<file path="src/rtl/hc153_tdm_demux_if.sv">
// -----------------------------------------------------------------------------
// hc153_tdm_demux_if
// Bundles the slot input, frame output and handshake signals of the TDM demux.
//   master : upstream side, drives DataIn/Strobe/Enable/FrameSync/FrameReady
//            (and Sel when HC153_DEMUX_SEL_EN is defined)
//   slave  : the demux itself, drives DataOut/FrameValid/SlotIdx/Overrun
// Optional macro: HC153_DEMUX_SEL_EN adds the Sel[1:0] slot-select signal.
// -----------------------------------------------------------------------------
interface hc153_tdm_demux_if #(
   parameter int WIDTH = 1
);
   logic [WIDTH-1:0]   DataIn;
   logic               Strobe;
   logic               Enable;
   logic               FrameSync;
   logic               FrameReady;
   logic [4*WIDTH-1:0] DataOut;
   logic               FrameValid;
   logic [1:0]         SlotIdx;
   logic               Overrun;
`ifdef HC153_DEMUX_SEL_EN
   logic [1:0]         Sel;
`endif

   modport master (
`ifdef HC153_DEMUX_SEL_EN
      output Sel,
`endif
      output DataIn, Strobe, Enable, FrameSync, FrameReady,
      input  DataOut, FrameValid, SlotIdx, Overrun
   );

   modport slave (
`ifdef HC153_DEMUX_SEL_EN
      input  Sel,
`endif
      input  DataIn, Strobe, Enable, FrameSync, FrameReady,
      output DataOut, FrameValid, SlotIdx, Overrun
   );
endinterface

</file>
<file path="src/rtl/hc153_tdm_demux.sv">
// -----------------------------------------------------------------------------
// hc153_tdm_demux
// Receive end of a 4:1 time-shared link: collects four WIDTH-bit slots into a
// frame and presents it in parallel through a valid/ready handshake.
// Ports:
//   Clock  : rising-edge clock
//   Reset  : synchronous, active-high; clears slot pointer, hold regs, frame,
//            FrameValid and Overrun
//   bus    : hc153_tdm_demux_if.slave
//            DataIn/Strobe   slot data and its strobe
//            Enable          active low; 1 freezes capture and sync
//            FrameSync       restart the frame at slot 0
//            DataOut         frame, slot k at [k*WIDTH +: WIDTH]
//            FrameValid/FrameReady  frame handshake
//            SlotIdx         slot written by the next capture
//            Overrun         sticky, a completed frame was dropped
// Optional macro: HC153_DEMUX_SEL_EN -- slot chosen by bus.Sel instead of the
//   internal round-robin pointer; a frame completes once all four slots have
//   been written since the last completion/sync/reset.
// -----------------------------------------------------------------------------
module hc153_tdm_demux #(
   parameter int WIDTH = 1
) (
   input logic              Clock,
   input logic              Reset,
   hc153_tdm_demux_if.slave bus
);

   typedef logic [3:0][WIDTH-1:0] frame_t;

   frame_t     hold_q, hold_d;
   frame_t     dout_q, dout_d;
   logic       valid_q, valid_d;
   logic       overrun_q, overrun_d;
   logic       cap, sync, complete;
`ifdef HC153_DEMUX_SEL_EN
   logic [3:0] mask_q, mask_d;
`else
   logic [1:0] slot_q, slot_d;
`endif

   // Handshake: a frame is transferred at a rising edge where FrameValid and
   // FrameReady are both high; until then DataOut is held stable. FrameReady
   // with FrameValid low has no effect. A frame completing while the previous
   // one is still pending is loaded only if that edge also consumes the old
   // frame, otherwise it is dropped and Overrun latches.
   always_comb begin
      cap       = bus.Strobe & ~bus.Enable;
      sync      = bus.FrameSync & ~bus.Enable;
      complete  = 1'b0;
      hold_d    = hold_q;
      dout_d    = dout_q;
      valid_d   = valid_q;
      overrun_d = overrun_q;
`ifdef HC153_DEMUX_SEL_EN
      mask_d    = mask_q;
      if (sync) begin
         hold_d = '0;
         mask_d = '0;
         if (cap) begin
            hold_d[bus.Sel] = bus.DataIn;
            mask_d[bus.Sel] = 1'b1;
         end
      end else if (cap) begin
         hold_d[bus.Sel] = bus.DataIn;
         mask_d = mask_q | (4'b0001 << bus.Sel);
         if (mask_d == 4'b1111) begin
            complete = 1'b1;
            mask_d   = '0;
         end
      end
`else
      slot_d    = slot_q;
      if (sync) begin
         // Partial frame is discarded; a same-cycle strobe becomes slot 0.
         hold_d = '0;
         slot_d = 2'd0;
         if (cap) begin
            hold_d[0] = bus.DataIn;
            slot_d    = 2'd1;
         end
      end else if (cap) begin
         // Slot 3 is written into hold_d too so hold_d is the complete frame.
         hold_d[slot_q] = bus.DataIn;
         complete       = (slot_q == 2'd3);
         slot_d         = slot_q + 2'd1;
      end
`endif
      if (valid_q && bus.FrameReady) begin
         valid_d = 1'b0;
      end
      if (complete) begin
         if (!valid_q || bus.FrameReady) begin
            dout_d  = hold_d;
            valid_d = 1'b1;
         end else begin
            overrun_d = 1'b1;
         end
      end
   end

   always_ff @(posedge Clock) begin
      if (Reset) begin
         hold_q    <= '0;
         dout_q    <= '0;
         valid_q   <= 1'b0;
         overrun_q <= 1'b0;
`ifdef HC153_DEMUX_SEL_EN
         mask_q    <= '0;
`else
         slot_q    <= 2'd0;
`endif
      end else begin
         hold_q    <= hold_d;
         dout_q    <= dout_d;
         valid_q   <= valid_d;
         overrun_q <= overrun_d;
`ifdef HC153_DEMUX_SEL_EN
         mask_q    <= mask_d;
`else
         slot_q    <= slot_d;
`endif
      end
   end

   assign bus.DataOut    = dout_q;
   assign bus.FrameValid = valid_q;
   assign bus.Overrun    = overrun_q;
`ifdef HC153_DEMUX_SEL_EN
   assign bus.SlotIdx    = bus.Sel;
`else
   assign bus.SlotIdx    = slot_q;
`endif

endmodule

</file>
<file path="src/flat_wrapper.sv">
// flat-port wrapper written by rule: the top's interface ports become plain ports
module hc153_tdm_demux_flat 
#(
   parameter int WIDTH = 1
)
  (Clock, Reset, bus_DataIn, bus_Strobe, bus_Enable, bus_FrameSync, bus_FrameReady, bus_DataOut, bus_FrameValid, bus_SlotIdx, bus_Overrun);
  hc153_tdm_demux_if #(.WIDTH(WIDTH)) bus_i ();
  input logic Clock;
  input logic Reset;
  input wire logic [$bits(bus_i.DataIn)-1:0] bus_DataIn;
  input wire logic [$bits(bus_i.Strobe)-1:0] bus_Strobe;
  input wire logic [$bits(bus_i.Enable)-1:0] bus_Enable;
  input wire logic [$bits(bus_i.FrameSync)-1:0] bus_FrameSync;
  input wire logic [$bits(bus_i.FrameReady)-1:0] bus_FrameReady;
  output wire logic [$bits(bus_i.DataOut)-1:0] bus_DataOut;
  output wire logic [$bits(bus_i.FrameValid)-1:0] bus_FrameValid;
  output wire logic [$bits(bus_i.SlotIdx)-1:0] bus_SlotIdx;
  output wire logic [$bits(bus_i.Overrun)-1:0] bus_Overrun;
  assign bus_i.DataIn = bus_DataIn;
  assign bus_i.Strobe = bus_Strobe;
  assign bus_i.Enable = bus_Enable;
  assign bus_i.FrameSync = bus_FrameSync;
  assign bus_i.FrameReady = bus_FrameReady;
  assign bus_DataOut = bus_i.DataOut;
  assign bus_FrameValid = bus_i.FrameValid;
  assign bus_SlotIdx = bus_i.SlotIdx;
  assign bus_Overrun = bus_i.Overrun;
  hc153_tdm_demux #(.WIDTH(WIDTH)) u_core (.Clock(Clock), .Reset(Reset), .bus(bus_i));
endmodule
</file>
<file path="config.mk">
export PLATFORM = sky130hd
export DESIGN_NAME = hc153_tdm_demux_flat
export DESIGN_NICKNAME = d
export VERILOG_FILES = /design/src/rtl/hc153_tdm_demux_if.sv /design/src/rtl/hc153_tdm_demux.sv /design/src/flat_wrapper.sv
export SDC_FILE = /design/constraint.sdc
export NUM_CORES = 1
export LEC_CHECK = 0
export CAP_MARGIN = 10
export CORE_AREA = 2 2 39 41
export DETAILED_ROUTE_END_ITERATION = 6
export DIE_AREA = 0 0 41 43
export PLACE_DENSITY = 0.72
export REMOVE_ABC_BUFFERS = 1
export SLEW_MARGIN = 20
export SYNTH_ARGS = -nofsm -noshare
export SYNTH_HDL_FRONTEND = slang
export SYNTH_SLANG_ARGS = --single-unit
</file>
<file path="constraint.sdc">
create_clock -name Clock -period 1.65 [get_ports Clock]
set_input_delay 0.2475 -clock Clock [delete_from_list [all_inputs] [get_ports Clock]]
set_output_delay 0.2475 -clock Clock [all_outputs]
set_load 0.05 [all_outputs]
</file>
* Word-level counts from Yosys, hierarchy flattened *
Cells that the tools add are included.

cells by class
  reductions and logical operators = 7
  bitwise operators = 4
  equal/unequal tests = 1
  $lt $le $gt $ge = 2
  mux-type cells = 14
  $add $sub $neg = 1

operators by type and width
  operator                                                                count
  1-bit two-way mux                                                       8
  4-bit two-way mux                                                       2
  4-bit bitwise mux                                                       1
  2-bit two-way mux                                                       2
  2-bit AND reduction                                                     2
  2-bit by 3-bit < comparator with 1-bit output (second input constant)   1
  2-bit by 1-bit adder with 2-bit output (second input constant)          1
  1-bit AND                                                               2
  1-bit demux with 2-bit select                                           1
  2-bit equality test (second input constant)                             1
  2-bit by 1-bit >= comparator with 1-bit output (second input constant)  1
  1-bit logical AND                                                       2
  1-bit NOT                                                               2
  2-bit nonzero test                                                      1
  1-bit logical NOT                                                       1
  1-bit logical OR                                                        1

word-level totals
  input port bits = 7
  word-level logic and storage cells = 40
  register bits after elaboration = 12

* Logic depth before layout (Yosys ltp) *
  depth in word-level cells = 7
  depth in mapped cells = 5
  depth with buffers taken out = 5

* Worst setup path before layout *
Ideal clock, no wire load.

  path type = reg2reg
  start = reg u_core.slot_q[0] (netlist: u_core.bus.SlotIdx[0])
  end = reg u_core.dout_q, in the netlist u_core.bus.DataOut[2]
  stages on the path, launching flop included = 6
  path buffers = 0
  library setup time = 0.130 ns
  path slack = -0.012 ns
  required time = 1.520 ns
  arrival = 1.533 ns
  cells stage by stage = dfxtp_1 > inv_1 > ha_1 > and4b_2 > nor4_1 > nor3_1

between the ends
  cells in the longest elaborated chain, start to end = 7
  elaborated cells on any way between the ends = 12

ends and longest elaborated chain
  element                                                                                                                                line                    text
  from (decl)                                                                                                                            hc153_tdm_demux.sv:39   logic [1:0] slot_q, slot_d;
  from (signal assigned)                                                                                                                 hc153_tdm_demux.sv:121  slot_q <= slot_d;
  2-bit by 3-bit < comparator with 1-bit output (implied by the code) or 2-bit by 1-bit >= comparator with 1-bit output (tied branches)  hc153_tdm_demux.sv:84   hold_d[slot_q] = bus.DataIn;
  1-bit logical AND (implied by the code)                                                                                                hc153_tdm_demux.sv:84
  1-bit two-way mux (implied by the code)                                                                                                hc153_tdm_demux.sv:84
  1-bit demux with 2-bit select                                                                                                          n/a
  4-bit bitwise mux                                                                                                                      hc153_tdm_demux.sv:84
  4-bit two-way mux                                                                                                                      hc153_tdm_demux.sv:82   end else if (cap) begin
  4-bit two-way mux                                                                                                                      hc153_tdm_demux.sv:74   if (sync) begin
  to (signal assigned)                                                                                                                   hc153_tdm_demux.sv:115  dout_q <= dout_d;
  to (decl)                                                                                                                              hc153_tdm_demux.sv:32   frame_t dout_q, dout_d;

Parallel ways exist; a longest one is shown, timed or not.
A chain may end at the register's enable or synchronous reset.

* Final worst setup path *
Same ends and word-level chain as after synthesis.

==> metrics.md <==
| Metric | Value |
|---|---|
| Worst Setup SP | `u_core.bus.SlotIdx[0]$_SDFFE_PP0P_` |
| DP HPWL | `around 840 microns` |
| Synth async-reset ratio | `0%` |
| Clock slew at reported path FFs | `0.07 ns` |
| Hold_buf cts | `0` |
| Period utilisation layout | `around 85%` |
| Outcome | `finished, final reports clean` |
| Ports | `15` |
| Req. time, crit path | `roughly 1.8 ns` |
| DRT Wirelength | `approximately 1.1 mm` |
| Final setup fails | `0` |
| Yosys warning count | `0` |
| Syn Std Cell Area | `549.3 sq um` |
| RR Startpoint | `u_core.bus.SlotIdx[0]$_SDFFE_PP0P_` |
| H-tree depth | `1` |
| Violation count after the first detailed-route iteration | `2` |
| Sink Count | `11` |
| Slew HR | `between 70% and 80%` |
| CP max FO | `7` |
| Resize count post-CTS | `0` |
| Number of flops mapped to enable cells by yosys | `0` |
| Fin area | `around 700 sq um` |
| Largest net degree at the start of global routing | `12` |
| Antenna fix cells | `0` |
| Total grt overflow | `0` |
| Clock latency at the later pin of the worst-skew pair | `0.27 ns` |
| Fmax achieved | `approximately 700 MHz` |
| Hold Slack | `between 0.4 and 0.5 ns` |
| Global-route usage over all layers | `~16%` |
| CORE AREA | `roughly 1400 sq um` |
| Util after Layout | `between 50% and 60%` |
| Pleak | `approximately 0.28 nW` |
| Worst Setup Start Kind | `flop` |
| DIE HEIGHT | `around 43 microns` |
| Remaining DRCs | `0` |
| CTS tree | `built` |
| Synthesized instance count | `61` |
| Fin. Hold Viols | `0` |
| NumNets Final | `89` |
| Tmin final | `~1.4 ns` |
| Area Overhead vs Synth | `28.02%` |
| Critical Path Sink Type | `flop` |
| DRT antenna net count | `0` |
| Post-synthesis sequential area ratio | `40.09%` |
| Primary FF master, synth | `dfxtp_1` |
| CTS Buf Count | `3` |
| Mapped Avg Cell Area | `roughly 9.0 sq um` |
| Max-slew violations | `0` |
| Fraction of layout cells with a size suffix above 1 | `approximately a fifth` |
| Vias in the first global route | `between 400 and 500` |
| Die X | `between 40 and 50 microns` |
| Post-synth cell types | `27` |
| WP data arrival | `1.55 ns` |
| Vias | `approximately 500` |
| Via density per instance | `roughly 5.4` |
| VDD IR max | `roughly 0.42 mV` |
| TritonRoute pass-1 iters | `4` |
| DP Area | `676.9 sq um` |
| Max-cap viol count | `0` |
| Setup bufs post-CTS | `0` |
| WL/cell | `around 12 microns` |
| Min-Delay Startpoint | `u_core.bus.Overrun$_SDFFE_PP0P_` |
| Starting Density | `about two fifths` |
| Synth Register Bits | `11` |
| First-pass GRT wire length | `between 1.5 and 2 mm` |
| Clock root cell | `clkbuf_4` |
| Port buffer count | `14` |
| Full die area | `roughly 1800 sq um` |
| WS Path Type | `flop to flop` |
| Max Buffers Root-to-Sink | `2` |
| Power Density | `roughly 740 nW/um^2` |
| Initial antenna violation count | `0` |
| Hold Crit Class | `flop to flop` |
| Row count | `14` |
| Setup Skew | `~0.0035 ns` |
| Gpl congestion | `a little under 0.8` |
| Slew @ Worst Pin | `0.3990 ns` |
| RSZ-0062 raised after global routing | `false` |
==> layout by cell type (no fill, tap or decap), types with 2 or more instances in the layout <==
cell and instances:
a21oi_1 12, dfxtp_1 11, buf_4 10, clkdlybuf4s50_1 6, nor2_1 4, ha_1 4, inv_1 3, o21ai_0 3
clkbuf_4 3, o21bai_1 2, a311oi_1 2, nand2_1 2
==> worst max-delay path, stage by stage, from the launching register on <==
cell,delay (ns)
dfxtp_1,0.45
inv_1,0.10
ha_1,0.21
and4b_2,0.23
nor4_1,0.22
nor3_1,0.07
==> flip-flops by register name, summed over array words and instances, names as in the netlist <==
name                   cells
u_core.bus.DataOut         4
u_core.bus.FrameValid      1
u_core.bus.Overrun         1
u_core.bus.SlotIdx         2
u_core.hold_q              3
==> stage by stage <==
| stage | setup WS [ns] | power (mW) | setup TNS, ns | std cells |
|---|---|---|---|---|
| floorplan | -0.005449 | 0.3049 | -0.005449 | 57 |
| global placement | 0.06322 | 0.3422 | 0 | 89 |
| detailed placement | 0.04322 | 0.3424 | 0 | 89 |
| CTS | 0.2306 | 0.5291 | 0 | 93 |
| global route | 0.09362 | 0.5427 | 0 | 93 |
| finish | 0.2475 | 0.5190 | 0 | 93 |
==> metal layers <==
metal	track usage [%]	vias up	routed length [microns]
met5	0	-	0
met4	12.00	0	38
met3	4.712	4	102
met2	23.44	20	515
met1	18.18	223	478
li1	-	255	-
==> where the power goes <==
part           total [mW]  switching, mW  leakage (nW)  internal, mW
logic              0.0633         0.0341         0.173        0.0292
clock network       0.182         0.0888        0.0150        0.0937
registers           0.273        0.00425        0.0889         0.269
==> cell usage after synthesis (2+ instances only) <==
master    count  area share [%]
a21oi_1      12              11
dfxtp_1      11              40
ha_1          4             9.1
nor2_1        4             2.7
inv_1         3             2.0
o21ai_0       3             2.7
a311oi_1      2             3.2
nand2_1       2             1.4
o21bai_1      2             2.7
==> kinds of logic after synthesis <==
kind of cell / synth area share, %
and+or+nand+nor: 18.22
buffers and inverters: 7.060
AOI/OAI and AO/OA: 25.51
adders and majority gates: 9.112
DFF: 40.09
==> path summary, 6_finish.rpt <==
path / endpoint / slack [ns] / depth (start not counted)
min: u_core.bus.Overrun$_SDFFE_PP0P_ / 0.47 / 2
min reg2reg: u_core.bus.Overrun$_SDFFE_PP0P_ / 0.47 / 2
max reg2reg: u_core.bus.DataOut[2]$_SDFFE_PP0P_ / 0.25 / 5
max: u_core.bus.DataOut[2]$_SDFFE_PP0P_ / 0.25 / 5
==> area by class of cell <==
type,count,area (sq um)
Inverter,3,11.26
Fill cell,143,680.7
Sequential cell,11,220.2
Multi-Input combinational cell,43,290.3
Timing Repair Buffer,16,135.1
Tap cell,16,20.02
Clock buffer,4,26.28
Note: power is estimated with default switching activity, not from simulation.
